===== config.mk =====
export PLATFORM = sky130hd
export DESIGN_NAME = pc_sequencer
export DESIGN_NICKNAME = d
export VERILOG_FILES = /design/src/rtl/mips_pkg.sv /design/src/rtl/pc_target_gen.sv /design/src/rtl/pc_sequencer.sv
export SDC_FILE = /design/constraint.sdc
export NUM_CORES = 1
export LEC_CHECK = 0
export ABC_AREA = 0
export BUFFER_PORTS_ARGS = -buffer_cell sky130_fd_sc_hd__clkbuf_2
export CORE_UTILIZATION = 40
export CTS_BUF_LIST = sky130_fd_sc_hd__clkbuf_8
export DETAILED_ROUTE_END_ITERATION = 16
export PLACE_DENSITY_LB_ADDON = 0.25
export SETUP_SLACK_MARGIN = 0.3
export SYNTH_ARGS = -nofsm -noshare
export SYNTH_HDL_FRONTEND = slang
export SYNTH_HIERARCHICAL = 1
export SYNTH_SLANG_ARGS = --single-unit
export TNS_END_PERCENT = 20

===== constraint.sdc =====
create_clock -name clk -period 6.6 [get_ports clk]
set_input_delay 0.66 -clock clk [delete_from_list [all_inputs] [get_ports clk]]
set_output_delay 0.66 -clock clk [all_outputs]
set_load 0.02 [all_outputs]

===== src/rtl/mips_pkg.sv =====
// mips_pkg: shared redirect-priority encoding and fetch-stage default constants.
package mips_pkg;
  typedef enum logic [2:0] {RD_NONE, RD_BR, RD_J, RD_JR, RD_EXC} rd_pri_e;
  localparam logic [31:0] RESET_VECTOR_32 = 32'hBFC0_0000;
  localparam logic [31:0] EXC_VECTOR_32 = 32'h8000_0180;
  localparam int INC_DEF = 4;
endpackage


===== src/rtl/pc_target_gen.sv =====
// pc_target_gen: combinational next-PC candidates and the winning redirect target.
module pc_target_gen
  import mips_pkg::*;
#(
  parameter int ADDR_W = 32,
  parameter int INC = INC_DEF,
  parameter logic [ADDR_W-1:0] EXC_VECTOR = ADDR_W'(EXC_VECTOR_32)
) (
  input  logic [ADDR_W-1:0] pc_i,
  input  logic              br_taken_i,
  input  logic [15:0]       br_imm_i,
  input  logic              jump_i,
  input  logic [25:0]       jump_idx_i,
  input  logic              jr_i,
  input  logic [ADDR_W-1:0] jr_addr_i,
  input  logic              exc_i,
  output logic [ADDR_W-1:0] seq_o,
  output logic [ADDR_W-1:0] tgt_o,
  output rd_pri_e           pri_o
);
  logic [ADDR_W-1:0] br, jmp, jrt;
  assign seq_o = pc_i + ADDR_W'(INC);
  assign br = seq_o + {{(ADDR_W-18){br_imm_i[15]}}, br_imm_i, 2'b00};
  assign jmp = {seq_o[ADDR_W-1:28], jump_idx_i, 2'b00};
  assign jrt = {jr_addr_i[ADDR_W-1:2], 2'b00};
  always_comb begin
    pri_o = exc_i ? RD_EXC : jr_i ? RD_JR : jump_i ? RD_J : br_taken_i ? RD_BR : RD_NONE;
    tgt_o = exc_i ? EXC_VECTOR : jr_i ? jrt : jump_i ? jmp : br_taken_i ? br : seq_o;
  end
endmodule


===== src/rtl/pc_sequencer.sv =====
// pc_sequencer: architectural PC register with BOOT/RUN fetch handshake and a
// one-entry redirect buffer for redirects that arrive while fetch cannot advance.
module pc_sequencer
  import mips_pkg::*;
#(
  parameter int ADDR_W = 32,
  parameter int INC = INC_DEF,
  parameter logic [ADDR_W-1:0] RESET_VECTOR = ADDR_W'(RESET_VECTOR_32),
  parameter logic [ADDR_W-1:0] EXC_VECTOR = ADDR_W'(EXC_VECTOR_32)
) (
  input  logic              clk,
  input  logic              rst_n,
  input  logic              stall,
  input  logic              br_taken,
  input  logic [15:0]       br_imm,
  input  logic              jump,
  input  logic [25:0]       jump_idx,
  input  logic              jr,
  input  logic [ADDR_W-1:0] jr_addr,
  input  logic              exc,
  input  logic              fetch_ready,
  output logic [ADDR_W-1:0] pc,
  output logic [ADDR_W-1:0] pc_plus,
  output logic              fetch_valid,
  output logic              redirect_pending,
  output logic              misaligned
);
  typedef enum logic {BOOT, RUN} state_e;
  state_e state_q, state_d;
  logic [ADDR_W-1:0] pc_q, pc_d, buf_q, buf_d, tgt;
  rd_pri_e bpri_q, bpri_d, pri;
  logic pend_q, pend_d, mis_q, mis_d, adv, ev, use_buf, load;
  pc_target_gen #(.ADDR_W(ADDR_W), .INC(INC), .EXC_VECTOR(EXC_VECTOR)) u_gen (
    .pc_i(pc_q), .br_taken_i(br_taken), .br_imm_i(br_imm), .jump_i(jump),
    .jump_idx_i(jump_idx), .jr_i(jr), .jr_addr_i(jr_addr), .exc_i(exc),
    .seq_o(pc_plus), .tgt_o(tgt), .pri_o(pri)
  );
  always_comb begin
    state_d = RUN;
    adv = (state_q == RUN) & fetch_ready & ~stall;
    ev = pri != RD_NONE;
    // A pending entry wins over anything of lower rank, including "no event".
    use_buf = pend_q & (bpri_q > pri);
    // A buffered exception is never displaced by a non-exception redirect.
    load = ~adv & ev & ~(pend_q & (bpri_q == RD_EXC) & (pri != RD_EXC));
    pc_d = ~adv ? pc_q : use_buf ? buf_q : ev ? tgt : pc_plus;
    pend_d = adv ? 1'b0 : pend_q | ev;
    buf_d = load ? tgt : buf_q;
    bpri_d = load ? pri : bpri_q;
    mis_d = (pri == RD_JR) & (|jr_addr[1:0]);
  end
  always_ff @(posedge clk or negedge rst_n) begin
    if (!rst_n) begin
      state_q <= BOOT;
      pc_q <= RESET_VECTOR;
      buf_q <= '0;
      bpri_q <= RD_NONE;
      pend_q <= 1'b0;
      mis_q <= 1'b0;
    end else begin
      state_q <= state_d;
      pc_q <= pc_d;
      buf_q <= buf_d;
      bpri_q <= bpri_d;
      pend_q <= pend_d;
      mis_q <= mis_d;
    end
  end
  assign pc = pc_q;
  assign fetch_valid = state_q == RUN;
  assign redirect_pending = pend_q;
  assign misaligned = mis_q;
endmodule


==> qor.csv <==
metric;value;unit
seqCellArea;1760;µm²
antenna_found_initial;0;
grt_pass1_wl;33.1;mm
post_cts_buffers;0;
min_from;buf_q[7]$_DFFE_PN0P_;
die_h;131;µm
dieArea;17000;µm²
clk_latency;360;ps
cts_buffer_depth;2;
worst-path-buf-inv;0;
min_to;buf_q[7]$_DFFE_PN0P_;
area.growth.synth_to_final;16.2;%
fin_crit;4770;ps
worstPathArrival;5040;ps
async_flop_share;1.00;
r2r-start;pc[2]$_DFFE_PN0P_;
place_congestion;0.942;
antenna_cells;0;
r2r_setup_slack;1830;ps
drive_above_1_share;0.300;
cts-hold-fix-buffers;0;
fin_hold_ws;494;ps
slowest_delay;540;ps
start_util;0.413;
h-tree-depth;3;
ys_seq_area_frac;0.267;
p_int;0.00138;W
synth_cell_types;72;
cts_tree;yes;
synth_edf_count;0;
finalHoldViolCount;0;
post_cts_resized;0;
synth_commonest_cells;nand2_1, a21oi_1, mux2_2;
outcome;finished clean;
yosysTopAreaCell;dfrtp_1;
wl;21.5;mm
p_sw_frac;0.483;
combPwrFrac;0.597;
end_kind;flip-flop;
fp.coreArea;16000;µm²
chipWidth;131;µm
syn_nets;898;
drcViolationCount;0;
leakage;3.54;nW
yosysMostFrequentCell;nand2_1;
yosys-top-cells-area;dfrtp_1, mux2_2, ha_1, a21oi_1, o41ai_1;
power;0.00266;W
io_pins;149;
port_buffers;148;
hpwl;15.4;mm
clock_skew;10.1;ps
clkTransAtPathRegs;70;ps
hold_path_class;flip-flop to flip-flop;
nets;1014;
tns;0;ps
dp_slack;1870;ps
setup_violations;0;
crit_type;flip-flop to flip-flop;
yosys_warnings;6;
seqPwrFrac;0.253;
netlist_area;6610;µm²
rsz0062_at_grt;false;
num_rows;46;
worst_pin_slew;1180;ps
r2r-end;pc[25]$_DFFE_PN1P_;
crit_family;compound AO/OA/AOI/OAI gates;
maxCapViolations;0;
synthFlopType;dfrtp_1;
crit_fanout;6;
cts_buffers;9;
syn_area_per_cell;8.51;µm²
grt_overflow_total;0;
post-route-period-util;0.722;
cts_sinks;70;
switching_power;0.00128;W
clock_power_share;0.151;
slew_viol_final;0;
required;6870;ps
whs_path_depth;1;
antenna_left;0;
grt_pass1_vias;5858;
first_pass_iters;5;
postSynthCellCount;776;
path_cells;ha_1, nand3_1, nor2_1, xor2_1, ha_1, and3_1, a221o_1, a211oi_2, o21ai_2, a311oi_2, o21ai_2, a31oi_4, xor2_1, a2111oi_0, mux2_2, a21oi_1, o21ai_0;
start_kind;flip-flop;
yosysTopAreaCellShare;0.231;
ys_ff_latch;70;
layout_setup_ws;1830;ps
max_freq;210;MHz
multi_input_area;4530;µm²
vias;6598;
grt_usage;0.253;
cts_root_buffer;clkbuf_8;
p_per_area;347;nW/µm²
ff2ff_path_depth;17;
irDropWorstVdd;0.116;mV
vias_per_cell;5.93;
slew-limit-headroom;0.215;
cpMaxStageDelayCell;a2111oi_0;
fillCellCount;1616;
drt-initial-drc-count;784;
grt_max_degree;71;
avgRoutedWirePerCell;19.3;µm
worst register-to-register path, cell delays in order, from the launching register on:
cell	delay (ps)
dfrtp_1	440
ha_1	270
nand3_1	100
nor2_1	280
xor2_1	410
ha_1	360
and3_1	190
a221o_1	370
a211oi_2	290
o21ai_2	130
a311oi_2	350
o21ai_2	110
a31oi_4	240
xor2_1	120
a2111oi_0	540
mux2_2	260
a21oi_1	40
o21ai_0	190
area by class of cell:
type / instances / area share
timing repair buffer: 158 / 0.106
sequential: 70 / 0.230
tap: 216 / 0.0352
inverter: 17 / 0.00832
clock buffer: 11 / 0.0197
multi-input combinational: 636 / 0.591
clock inverter: 5 / 0.00978
kinds of logic after synthesis:
group                    Yosys count  synth area share
AO/OA/AOI/OAI                    257             0.265
XOR/XNOR                          51            0.0676
adder cells (fa/ha/maj)           40            0.0769
buffers and inverters             70            0.0489
flip-flops                        70             0.267
multiplexers                      74             0.125
other                              1          0.000568
AND/OR/NAND/NOR                  213             0.149
sequential cells by signal, summed over array words and instances (netlist names):
| name | cells |
|---|---|
| bpri_q | 3 |
| buf_q | 32 |
| fetch_valid | 1 |
| misaligned | 1 |
| pc | 32 |
| redirect_pending | 1 |
layer usage:
metal	track usage	vias to the layer above	part of all wire
met3	0.0338	31	0.073
met5	0	-	0
met2	0.378	283	0.43
li1	-	3123	-
met1	0.379	3161	0.47
met4	0.0703	0	0.018
per-stage QoR:
step,instances,utilization,cell area (µm²)
after floorplan,776,-,6610
after global placement,1097,0.465,7450
after detailed placement,1097,0.465,7450
after CTS,1113,0.480,7670
after global routing,1113,0.480,7670
final,1113,0.480,7670
worst max-delay path by stage:
stage / endpoint / cells after the start / start / slack, ps
after floorplan: pc[25]$_DFFE_PN1P_ / 17 / pc[2]$_DFFE_PN0P_ / 2210
after global placement: pc[25]$_DFFE_PN1P_ / 17 / pc[2]$_DFFE_PN0P_ / 1880
after detailed placement: pc[25]$_DFFE_PN1P_ / 17 / pc[2]$_DFFE_PN0P_ / 1870
after CTS: pc[25]$_DFFE_PN1P_ / 17 / pc[2]$_DFFE_PN0P_ / 1800
after global routing: pc[25]$_DFFE_PN1P_ / 17 / pc[2]$_DFFE_PN0P_ / 1490
final: pc[25]$_DFFE_PN1P_ / 17 / pc[2]$_DFFE_PN0P_ / 1830
cell usage in the layout (no fill, tap or decap), types with 5 or more instances in the layout:
master,n
mux2_2,63
xor2_1,18
o41ai_1,34
nor3_1,7
o21ai_1,18
o22ai_1,8
o21ai_0,32
mux2i_1,7
a21oi_1,71
a211o_1,8
ha_1,39
nand4_1,9
a211oi_1,12
buf_4,10
a21o_1,20
clkbuf_8,11
xnor2_1,33
dfstp_2,9
nor2_1,58
or3_1,5
inv_1,17
nand3_1,26
dfrtp_1,61
clkbuf_2,147
and3_1,5
nand2_1,78
o211ai_1,14
power by group through the flow:
stage,logic [W],clock network [W],registers (W)
2_1_floorplan,0.00105,0,0.000732
3_3_place_gp,0.00156,0,0.000672
3_5_place_dp,0.00156,0,0.000678
4_1_cts,0.00157,0.000403,0.000670
5_1_grt,0.00173,0.000422,0.000690
6_report,0.00159,0.000400,0.000672
(Power assumes the default switching activity.)
